[src/rtl/mux_scan_ctrl.sv]
`default_nettype none
// ============================================================================
//  Module   : mux_scan_ctrl
//  Purpose  : Steps a 4:1 bit-mux select through 0..3, samples the mux output
//             at the end of each dwell and assembles the samples into a word.
//  Revision : 1.0  initial release
// ============================================================================
module mux_scan_ctrl #(
  parameter int DWELL = 4,
  parameter int CW    = 8
) (
  input  logic       clk,
  input  logic       rst,
  input  logic       start,
  input  logic       stop,
  input  logic       continuous,
  input  logic       y,
  output logic [1:0] s,
  output logic [3:0] word,
  output logic       word_valid,
  output logic       busy
);

  typedef enum logic {
    ST_IDLE = 1'b0,
    ST_SCAN = 1'b1
  } state_t;

  localparam logic [CW-1:0] c_last = CW'(DWELL - 1);

  state_t        state_q, state_d;
  logic [CW-1:0] cnt_q,   cnt_d;
  logic [1:0]    s_q,     s_d;
  logic [2:0]    shadow_q, shadow_d;
  logic [3:0]    word_q,  word_d;
  logic          valid_q, valid_d;
  logic          busy_q,  busy_d;

  always_ff @(posedge clk or posedge rst) begin
    if (rst) begin
      state_q  <= ST_IDLE;
      cnt_q    <= '0;
      s_q      <= 2'b00;
      shadow_q <= 3'b000;
      word_q   <= 4'b0000;
      valid_q  <= 1'b0;
      busy_q   <= 1'b0;
    end else begin
      state_q  <= state_d;
      cnt_q    <= cnt_d;
      s_q      <= s_d;
      shadow_q <= shadow_d;
      word_q   <= word_d;
      valid_q  <= valid_d;
      busy_q   <= busy_d;
    end
  end

  always_comb begin
    state_d  = state_q;
    cnt_d    = cnt_q;
    s_d      = s_q;
    shadow_d = shadow_q;
    word_d   = word_q;
    valid_d  = 1'b0;
    busy_d   = busy_q;

    case (state_q)
      ST_IDLE: begin
        s_d    = 2'b00;
        cnt_d  = '0;
        busy_d = 1'b0;
        if (start && !stop) begin
          state_d = ST_SCAN;
          busy_d  = 1'b1;
        end
      end

      ST_SCAN: begin
        if (stop) begin
          state_d = ST_IDLE;
          s_d     = 2'b00;
          cnt_d   = '0;
          busy_d  = 1'b0;
        end else if (cnt_q == c_last) begin
          cnt_d = '0;
          // The last sample goes straight into the word; only three need shadowing.
          case (s_q)
            2'd0: begin shadow_d[0] = y; s_d = 2'd1; end
            2'd1: begin shadow_d[1] = y; s_d = 2'd2; end
            2'd2: begin shadow_d[2] = y; s_d = 2'd3; end
            default: begin
              word_d  = {y, shadow_q};
              valid_d = 1'b1;
              s_d     = 2'b00;
              if (!continuous) begin
                state_d = ST_IDLE;
                busy_d  = 1'b0;
              end
            end
          endcase
        end else begin
          cnt_d = cnt_q + 1'b1;
        end
      end

      default: begin
        state_d = ST_IDLE;
      end
    endcase
  end

  assign s          = s_q;
  assign word       = word_q;
  assign word_valid = valid_q;
  assign busy       = busy_q;

endmodule
`default_nettype wire

[config.mk]
export PLATFORM = sky130hd
export DESIGN_NAME = mux_scan_ctrl
export DESIGN_NICKNAME = d
export VERILOG_FILES = /design/src/rtl/mux_scan_ctrl.sv
export SDC_FILE = /design/constraint.sdc
export NUM_CORES = 1
export LEC_CHECK = 0
export BUFFER_PORTS_ARGS = -buffer_cell sky130_fd_sc_hd__buf_2
export CAP_MARGIN = 10
export CORE_UTILIZATION = 58
export CTS_CLUSTER_DIAMETER = 200
export DETAILED_ROUTE_END_ITERATION = 10
export PLACE_DENSITY = 0.87
export SLEW_MARGIN = 20
export SYNTH_ARGS = -nofsm -noshare
export SYNTH_HDL_FRONTEND = slang
export SYNTH_SLANG_ARGS = --single-unit
[constraint.sdc]
create_clock -name clk -period 4.2 [get_ports clk]
set_input_delay 0.84 -clock clk [delete_from_list [all_inputs] [get_ports clk]]
set_output_delay 0.84 -clock clk [all_outputs]
set_load 0.01 [all_outputs]
; Word level (Yosys, flattened, before mapping)
; Cells that the tools add are included.
[word_totals]
register_bits = 20
input_bits = 6
out_inout_bits = 8
[op_classes]
addsub = 1
eq_ne = 6
n_mux = 22
bitwise_logic = 3
reduce_logical = 9
[ops]
columns = operator, count
row1 = $mux W8, 2
row2 = $pmux W8 S2, 1
row3 = $reduce_and A4 Y1, 4
row4 = $mux W1, 13
row5 = $add A8 B1 Y8 const B, 1
row6 = $eq A8 B2 Y1 const B, 1
row7 = $ne A3 B3 Y1 const B, 2
row8 = $pmux W2 S3, 1
row9 = $mux W2, 2
row10 = $pmux W1 S2, 2
row11 = $pmux W2 S2, 1
row12 = $ne A3 B2 Y1 const B, 1
row13 = $not A1 Y1, 3
row14 = $reduce_and A3 Y1, 1
row15 = $reduce_or A3 Y1, 1
row16 = $eq A2 B1 Y1 const B, 1
row17 = $eq A2 B2 Y1 const B, 1
row18 = $logic_not A2 Y1, 1
row19 = $logic_and A1 B1 Y1, 1
row20 = $logic_not A1 Y1, 1

; Depth between registers and ports, before layout
; Gate-level depths: netlist of run 1.
[logic_depth]
depth_word = 6
mapped_depth = 4

; Worst setup path after synthesis of run 1
; Ideal clock, no wire load.
[synth_path]
path_kind = input port to flip-flop
startpoint = input port stop
endpoint = register word_q[0] (netlist: word[0])
setup_ps = 125
t_arrival_ps = 1702
path_slack_ps = 2373
path_stages = 3
n_path_buf = 0
cell_sequence = nor2b_1 > nand4_4 > mux2_2
[synth_via]
elab_chain_cells = 2
[synth_lines]
columns = element, line
row1 = "start, declared", 15  ; input logic stop,
row2 = $not A1 Y1 (no line), -
row3 = $reduce_and A4 Y1 (no line), -
row4 = "end signal, assigned", 53  ; word_q <= word_d;
row5 = "end, declared", 35  ; logic [3:0] word_q, word_d;
; Every way passes these cells.
; A chain may end at the register's enable or synchronous reset.

; Final worst setup path of run 1
[layout_path]
startpoint = register cnt_q[0]
endpoint = register word_q[3] (netlist: word[3])
[layout_via]
elab_chain_cells = 2
[layout_lines]
columns = element, line
row1 = "start, declared", 32  ; logic [CW-1:0] cnt_q, cnt_d;
row2 = "start signal, assigned", 50  ; cnt_q <= cnt_d;
row3 = $eq A8 B2 Y1, 85  ; end else if (cnt_q == c_last) begin
row4 = $reduce_and A4 Y1 (no line), -
; Every way passes these cells.

==> results of run 1 <==
## synthesized netlist by cell type
cell,n,area share
inv_1,6,0.023
nand2b_1,1,0.0065
o21ai_0,5,0.026
xor2_1,2,0.018
xnor2_1,1,0.0091
nand3_1,6,0.031
or3_1,3,0.020
or4_1,1,0.0078
o21ai_2,1,0.0091
mux2_2,7,0.082
nor2b_1,1,0.0065
a21oi_1,5,0.026
nand4_1,4,0.026
nor2_1,6,0.023
or3b_2,1,0.0091
nand4_4,1,0.022
a32o_1,1,0.010
nor3b_2,1,0.013
a22o_1,1,0.0091
nor4_4,1,0.022
ha_1,5,0.065
dfrtp_1,20,0.52
nand4b_1,1,0.0091
nand2_1,1,0.0039
## metal layers
layer / share of wire / global-route usage / up-vias
li1: - / - / 327
met1: 0.49 / 0.316 / 324
met2: 0.46 / 0.330 / 14
met3: 0.028 / 0.0383 / 4
met4: 0.016 / 0.0938 / 0
met5: 0 / 0 / -
## kinds of logic after synthesis
group	synth area share
and+or+nand+nor	0.201
muxes	0.0820
adders and majority gates	0.0651
buffers and inverters	0.0234
AOI/OAI and AO/OA	0.0807
DFF	0.521
xor gates and xnor gates	0.0273
## critical path, delay by kind of cell, from the launching register on
family	cells	cell delay, ns
multiplexers	1	0.32
flip-flops	1	0.42
adder cells (fa/ha/maj)	1	0.28
AND/OR/NAND/NOR	2	0.68
## worst min path at each step
| stage | from | to | slack, ns | depth (start not counted) |
|---|---|---|---|---|
| global route | shadow_q[2]$_DFFE_PP0P_ | word[2]$_DFFE_PP0P_ | 0.53 | 1 |
| detailed placement | shadow_q[2]$_DFFE_PP0P_ | word[2]$_DFFE_PP0P_ | 0.49 | 1 |
| global placement | shadow_q[2]$_DFFE_PP0P_ | word[2]$_DFFE_PP0P_ | 0.48 | 1 |
| CTS | shadow_q[2]$_DFFE_PP0P_ | word[2]$_DFFE_PP0P_ | 0.51 | 1 |
| floorplan | cnt_q[0]$_DFF_PP0_ | cnt_q[0]$_DFF_PP0_ | 0.47 | 1 |
| finish | word[3]$_DFFE_PP0P_ | word[3]$_DFFE_PP0P_ | 0.51 | 1 |
## through the flow
step           std cells  utilization  power, mW
5_1_grt              115        0.710      0.340
4_1_cts              115        0.710      0.331
6_report             115        0.710      0.328
2_1_floorplan         82            -      0.212
3_5_place_dp         111        0.686      0.219
3_3_place_gp         111        0.686      0.219
## layout make-up
| cell class | instances | area [um2] |
|---|---|---|
| sequential | 20 | 500 |
| fill | 113 | 442 |
| multi-input combinational | 56 | 438 |
| timing repair buffer | 13 | 65.1 |
| clock buffer | 4 | 36.3 |
| inverter | 6 | 22.5 |
| tap | 16 | 20.0 |
## flip-flops by register name (all words and copies together) (netlist names)
register,flops
state_q,1
shadow_q,3
word_valid,1
busy,1
s,2
cnt_q,8
word,4
## report_power, final
part           leakage [nW]  internal, mW  switching [mW]
Sequential            0.277         0.196         0.00245
Clock                0.0210        0.0529          0.0598
Combinational         0.227       0.00599          0.0115
Total                 0.525         0.254          0.0738
==> results.json, run 1 <==
{
  "cp.required_ns": 4.40,
  "cts.sinks": 20,
  "postCtsSetupRepairBufs": 0,
  "cp-startpoint": "cnt_q[0]$_DFF_PP0_",
  "worst_slack_ns": 2.39,
  "yosys_warnings": 0,
  "first_iter_violations": 17,
  "drtAntennaViolNets": 0,
  "max_freq_mhz": 553,
  "n_antenna_cell": 0,
  "nets": 111,
  "power_leakage_nw": 0.525,
  "synth.distinct_cells": 24,
  "die_x_um": 42.7,
  "ir_drop_uv": 217,
  "dp_hpwl_um": 1210,
  "max-slew-margin-rel": 0.510,
  "holdWs_ns": 0.512,
  "crit_path_end_kind": "flip-flop",
  "mostFrequentLayoutCell": "dfrtp_1",
  "cts_buffers": 3,
  "clock_path_buffers": 2,
  "htreeDepth": 1,
  "min_period_ns": 1.81,
  "drt_pre_antenna_iters": 4,
  "num_io_pins": 14,
  "vias_per_cell": 5.82,
  "via_count": 669,
  "initial_core_util": 0.631,
  "cts.clk_slew.worst_paths_ns": 0.11,
  "antenna_found_initial": 0,
  "cts_resized": 0,
  "regToRegSetupSlack_ns": 2.39,
  "syn-mean-instance-area_um2": 11.7,
  "syn_nets": 93,
  "crit_arrival_ns": 2.01,
  "drc": 0,
  "maxSlewViolCount": 0,
  "power_density_nw_per_um2": 303,
  "hp-class": "flip-flop to flip-flop",
  "dpl-instance-area_um2": 1050,
  "worstPathCellList": "ha_1 > nor3b_2 > nand4_4 > mux2_2",
  "finalSetupViolCount": 0,
  "status": "finished, final reports clean",
  "critical-path-max-stage-delay_ns": 0.49,
  "rr_endpoint": "word[3]$_DFFE_PP0P_",
  "hold_viol_final": 0,
  "grt_pass1_vias": 671,
  "io_buffer_count": 13,
  "timing.max_cap.violations": 0,
  "ys_seq_area_frac": 0.521,
  "drive_above_1_share": 0.293,
  "endpoint": "word[3]$_DFFE_PP0P_",
  "fin_crit_sh": 0.430,
  "syn_to_final_growth_pct": 12.6,
  "cts_hold_buf": 0,
  "finClkSkew_ns": 0.00329,
  "rsz0062_at_grt": "no",
  "die-area_um2": 1820,
  "clock_latency_ns": 0.30,
  "die_height_um": 42.7,
  "cts_root_buffer": "clkbuf_4",
  "cts_tree": "built",
  "core_um2": 1520,
  "tightestPinTransition_ns": 0.734,
  "layout_common_cells": "dfrtp_1 (20), buf_2 (13), mux2_2 (7)",
  "postSynthCellCount": 82,
  "wirelength_um": 1680,
  "cp_slowest_cell": "nor3b_2",
  "rr_startpoint": "cnt_q[0]$_DFF_PP0_",
  "synthesis.area_um2": 961,
  "grt_usage": 0.220,
  "fin_area_um2": 1080,
  "finalSetupTns_ns": 0,
  "wl_per_cell_um": 14.6,
  "grt_overflow": 0,
  "grt_first_pass_wirelength_um": 2970,
  "cp-start-kind": "flip-flop",
  "synth_seq_cells": 20,
  "grt_max_degree": 21,
  "gp_congestion": 0.803,
  "path_max_fanout": 7,
  "path_class": "flip-flop to flip-flop",
  "std_cell_rows": 14,
  "place_worst_setup_slack_ns": 2.13,
  "worst-r2r-cell-count": 4
}
No activity file was read; power rests on OpenSTA's default activity.
==> run 2, diff against run 1 <==
--- a/config.mk
+++ b/config.mk
@@ -7,10 +7,10 @@
 export LEC_CHECK = 0
 export BUFFER_PORTS_ARGS = -buffer_cell sky130_fd_sc_hd__buf_2
 export CAP_MARGIN = 10
-export CORE_UTILIZATION = 58
+export CORE_UTILIZATION = 54
 export CTS_CLUSTER_DIAMETER = 200
 export DETAILED_ROUTE_END_ITERATION = 10
-export PLACE_DENSITY = 0.87
+export PLACE_DENSITY = 0.82
 export SLEW_MARGIN = 20
 export SYNTH_ARGS = -nofsm -noshare
 export SYNTH_HDL_FRONTEND = slang
==> constraint.sdc (replaced) <==
create_clock -name clk -period 1.75 [get_ports clk]
set_input_delay 0.35 -clock clk [delete_from_list [all_inputs] [get_ports clk]]
set_output_delay 0.35 -clock clk [all_outputs]
set_load 0.01 [all_outputs]
==> run 2 against run 1 <==
  * The flow now finishes with violations (DRC)
  * Largest cell class unchanged
  * Clock power up 150%
  * Non-clock buffer count up 3
  * Utilization down 0.94 points
  * Sequential cell count unchanged
  * Power up 140%
  * Die area up 7.1%
  * Design area up 2.1%
  * Sequential power up 140%
  * Highest routed layer unchanged
  * Critical endpoint is now cnt_q[2]$_DFF_PP0_
  * Fmax up 10%
  * First-iteration DRC count up 35%
  * Clock skew up 0.0017 ns
  * Sequential share of layout area down 0.94 points
==> results.json, run 2 (synthesis gave the netlist of run 1 again) <==
{
  "first_iter_violations": 23,
  "critical-path-max-stage-delay_ns": 0.51,
  "crit_arrival_ns": 1.85,
  "finalPower_uw": 800,
  "die_height_um": 44.2,
  "largest_reg_flops": 8,
  "num_io_pins": 14,
  "power_density_nw_per_um2": 724,
  "maxSlewViolCount": 0,
  "mostFrequentLayoutCell": "dfrtp_1",
  "drive_above_1_share": 0.314,
  "grt_max_degree": 21,
  "cts_resized": 0,
  "clock_latency_ns": 0.32,
  "nets": 114,
  "std_cell_rows": 14,
  "met2_length_um": 771,
  "drt_pre_antenna_iters": 9,
  "grt_usage": 0.203,
  "wl_met3_um": 88,
  "finClkSkew_ns": 0.00495,
  "layout_common_cells": "dfrtp_1 (20), buf_2 (13), mux2_2 (7)",
  "tightestPinTransition_ns": 0.510,
  "max_flop_register": "cnt_q",
  "min_period_ns": 1.64,
  "cts.clk_slew.worst_paths_ns": 0.11,
  "die-area_um2": 1950,
  "rsz0062_at_grt": "no",
  "grt_first_pass_wirelength_um": 2840,
  "antenna_found_initial": 0,
  "cts_tree": "built",
  "hold_viol_final": 0,
  "violations": "DRC",
  "gp_congestion": 0.810,
  "core_um2": 1580,
  "htreeDepth": 1,
  "post-route-util": 0.701,
  "timing.max_cap.violations": 0,
  "vias_per_cell": 5.86,
  "wirelength_um": 1700,
  "clock_path_buffers": 2,
  "grt_pass1_vias": 651,
  "fin_crit_sh": 0.939,
  "postCtsSetupRepairBufs": 0,
  "cts_hold_buf": 0,
  "drc": 2,
  "syn_to_final_growth_pct": 15.0,
  "dpl-instance-area_um2": 1070,
  "grt_overflow": 0,
  "die_x_um": 44.2,
  "cp-start-kind": "flip-flop",
  "finalSetupViolCount": 0,
  "drtAntennaViolNets": 0,
  "cp_slowest_cell": "or3b_2",
  "wl_met1_um": 799,
  "dp_hpwl_um": 1230,
  "max_freq_mhz": 609,
  "cp.required_ns": 1.95,
  "top_layer_used": "met4",
  "wl_per_cell_um": 14.4,
  "critical_path.top_delay_family": "simple AND/OR/NAND/NOR gates",
  "status": "finished with violations",
  "path_max_fanout": 6,
  "cts.sinks": 20,
  "cts_buffers": 3,
  "finalSetupTns_ns": 0,
  "path_buf_inv": 0,
  "path_class": "flip-flop to flip-flop",
  "power_leakage_nw": 0.540,
  "n_antenna_cell": 0,
  "io_buffer_count": 13,
  "via_count": 692,
  "max-slew-margin-rel": 0.657,
  "crit_path_end_kind": "flip-flop",
  "initial_core_util": 0.610,
  "ir_drop_uv": 581,
  "fillers": 108,
  "fin_area_um2": 1100,
  "cts_root_buffer": "clkbuf_4",
  "worstPathCellList": "ha_1 > or3b_2 > o21ai_2 > nor2_1",
  "hp-class": "input pin to asynchronous set/reset pin"
}
run 2: changes by cell type in the layout (fill, tap and decap cells not counted):
cell	before	now
buf_4	0	3
run 2: worst register-to-register path, stage by stage, from the launching register on:
cell	delay, ns
dfrtp_1	0.42
ha_1	0.25
or3b_2	0.51
o21ai_2	0.27
nor2_1	0.09
run 2: metal layers:
metal  vias up  track usage
met1       324        0.270
met5         -            0
li1        338            -
met4         0        0.109
met2        25        0.318
met3         5       0.0367
run 2: final timing paths:
path	from	endpoint	slack [ns]	cells after the start
worst min register to register	cnt_q[0]$_DFF_PP0_	cnt_q[0]$_DFF_PP0_	0.52	1
max in group asynchronous	rst	cnt_q[1]$_DFF_PP0_	1.51	3
worst max register to register	cnt_q[0]$_DFF_PP0_	cnt_q[2]$_DFF_PP0_	0.11	4
min in group clk	start	busy$_DFFE_PP0P_	0.26	2
worst max-delay path	cnt_q[0]$_DFF_PP0_	cnt_q[2]$_DFF_PP0_	0.11	4
worst min-delay path	rst	word[2]$_DFFE_PP0P_	0.03	3
run 2: final cells by class:
type	count	area, um2	area share
well taps	16	20.0	0.0181
clock buffers	4	36.3	0.0328
repair buffers	16	87.6	0.0793
multi-input cells	56	438	0.396
flip-flops and latches	20	500	0.453
inverters	6	22.5	0.0204
run 2: metrics by stage:
step / instances / worst slack (ns) / hold slack, ns
after global routing: 118 / 0.00516 / 0.0513
final: 118 / 0.108 / 0.0260
after detailed placement: 114 / 0.136 / 0.382
after floorplan: 82 / 0.160 / 0.314
after global placement: 114 / 0.178 / 0.378
after CTS: 118 / 0.123 / 0.0415
run 2: where the power goes:
group / switching (mW) / internal, mW
Combinational: 0.0280 / 0.0181
Clock: 0.151 / 0.127
Sequential: 0.00556 / 0.469
==> run 3, diff against run 2 <==
--- a/config.mk
+++ b/config.mk
@@ -11,6 +11,7 @@
 export CTS_CLUSTER_DIAMETER = 200
 export DETAILED_ROUTE_END_ITERATION = 10
 export PLACE_DENSITY = 0.82
+export SETUP_SLACK_MARGIN = 0.3
 export SLEW_MARGIN = 20
 export SYNTH_ARGS = -nofsm -noshare
 export SYNTH_HDL_FRONTEND = slang
==> run 3 against run 2 <==
  * Non-clock buffer count is 6 higher
  * Routed wire length up 20%
  * The flow now finishes without violations
  * Power grew 13%
  * Critical path type unchanged
==> results.json, run 3 (synthesis gave the netlist of run 1 again) <==
{
  "status": "finished, final reports clean",
  "gp_congestion": 0.864,
  "post-route-util": 0.773,
  "grt_pass1_vias": 698,
  "drtAntennaViolNets": 0,
  "regToRegSetupSlack_ns": 0.23,
  "tightestPinTransition_ns": 0.328,
  "clock_latency_ns": 0.30,
  "cts_tree": "built",
  "cts_buffers": 3,
  "place_worst_setup_slack_ns": 0.165,
  "grt_usage": 0.229,
  "timing.max_cap.violations": 0,
  "grt_first_pass_wirelength_um": 3130,
  "worst-r2r-cell-count": 4,
  "ir_drop_uv": 586,
  "fin_crit_sh": 0.866,
  "rr_startpoint": "cnt_q[1]$_DFF_PP0_",
  "htreeDepth": 1,
  "clock_path_buffers": 2,
  "hp-class": "input pin to asynchronous set/reset pin",
  "cts.sinks": 20,
  "std_cell_rows": 14,
  "antenna_found_initial": 0,
  "finalSetupTns_ns": 0,
  "crit_arrival_ns": 1.72,
  "wirelength_um": 2030,
  "worst_slack_ns": 0.235,
  "finalSetupViolCount": 0,
  "max_flop_register": "cnt_q",
  "layout_common_cells": "dfrtp_1 (17), buf_2 (13), buf_4 (9)",
  "cts.clk_slew.worst_paths_ns": 0.12,
  "first_iter_violations": 31,
  "hold_viol_final": 0,
  "nets": 120,
  "die_x_um": 44.2,
  "io_buffer_count": 13,
  "rr_endpoint": "word[2]$_DFFE_PP0P_",
  "finClkSkew_ns": 0.0118,
  "grt_overflow": 0,
  "cts_hold_buf": 0,
  "syn_to_final_growth_pct": 26.8,
  "max_freq_mhz": 660,
  "num_io_pins": 14,
  "path_max_fanout": 6,
  "maxSlewViolCount": 0,
  "vias_per_cell": 5.85,
  "rsz0062_at_grt": "yes",
  "cp-start-kind": "flip-flop",
  "grt_max_degree": 21,
  "drc": 0,
  "wl_per_cell_um": 16.4,
  "crit_path_end_kind": "flip-flop",
  "initial_core_util": 0.610,
  "mostFrequentLayoutCell": "dfrtp_1",
  "cp.required_ns": 1.95,
  "largest_reg_flops": 8,
  "cts_root_buffer": "clkbuf_4",
  "min_period_ns": 1.52,
  "path_class": "flip-flop to flip-flop",
  "power_leakage_nw": 0.569,
  "core_um2": 1580,
  "drive_above_1_share": 0.435,
  "power_density_nw_per_um2": 743,
  "die-area_um2": 1950,
  "die_height_um": 44.2,
  "dp_hpwl_um": 1280,
  "max-slew-margin-rel": 0.781,
  "via_count": 725,
  "drt_pre_antenna_iters": 6,
  "n_antenna_cell": 0
}
-- run 3: cell types whose count changed in the layout (fill, tap and decap cells not counted), sizes merged --
cell	change
buf	+6
bufinv	+1
clkbuf	-1
-- run 3: layout make-up --
type	instances	area, um2
Tap cell	16	20.0
Multi-Input combinational cell	56	487
Fill cell	91	358
Sequential cell	20	504
Inverter	6	22.5
Clock inverter	1	30.0
Timing Repair Buffer	22	133
Clock buffer	3	22.5
-- run 3: worst max-delay path by stage --
stage | startpoint | endpoint | cells past startpoint
final | cnt_q[1]$_DFF_PP0_ | word[2]$_DFFE_PP0P_ | 4
after global routing | cnt_q[1]$_DFF_PP0_ | word[2]$_DFFE_PP0P_ | 4
after CTS | cnt_q[1]$_DFF_PP0_ | word[2]$_DFFE_PP0P_ | 4
after detailed placement | cnt_q[4]$_DFF_PP0_ | word[2]$_DFFE_PP0P_ | 3
after global placement | cnt_q[4]$_DFF_PP0_ | word[3]$_DFFE_PP0P_ | 3
after floorplan | cnt_q[0]$_DFF_PP0_ | word[0]$_DFFE_PP0P_ | 4
-- run 3: what timing repair did --
item / 4_1_cts / 5_1_grt
endpoints found under the setup margin: 16 / 17
buffers inserted: 5 / 2
gates resized for setup: 4 / 8
pin swaps: 4 / 6
-- run 3: stage by stage --
| step | hold slack [ns] | instances | power (mW) | instance area [um2] |
|---|---|---|---|---|
| 2_1_floorplan | 0.314 | 82 | 0.511 | 980 |
| 4_1_cts | 0.0465 | 122 | 0.911 | 1180 |
| 3_3_place_gp | 0.378 | 113 | 0.530 | 1080 |
| 3_5_place_dp | 0.383 | 113 | 0.532 | 1080 |
| 5_1_grt | 0.0533 | 124 | 0.947 | 1220 |
| 6_report | 0.0428 | 124 | 0.906 | 1220 |
-- run 3: worst max-delay path: stages (launching register included) --
cell     delay (ns)
dfrtp_1        0.41
ha_4           0.17
nor3b_4        0.33
nand4_4        0.19
mux2_2         0.31
-- run 3: power by group --
part	total (mW)	internal [mW]	switching [mW]
Sequential	0.475	0.469	0.00559
Clock	0.375	0.231	0.144
Combinational	0.0554	0.0227	0.0327
-- run 3: metal layers --
layer  track usage  wire, um  vias up
li1              -         -      347
met5             0         0        -
met4        0.0909         0        0
met2         0.356      1040       16
met1         0.303       931      362
met3        0.0653        62        0
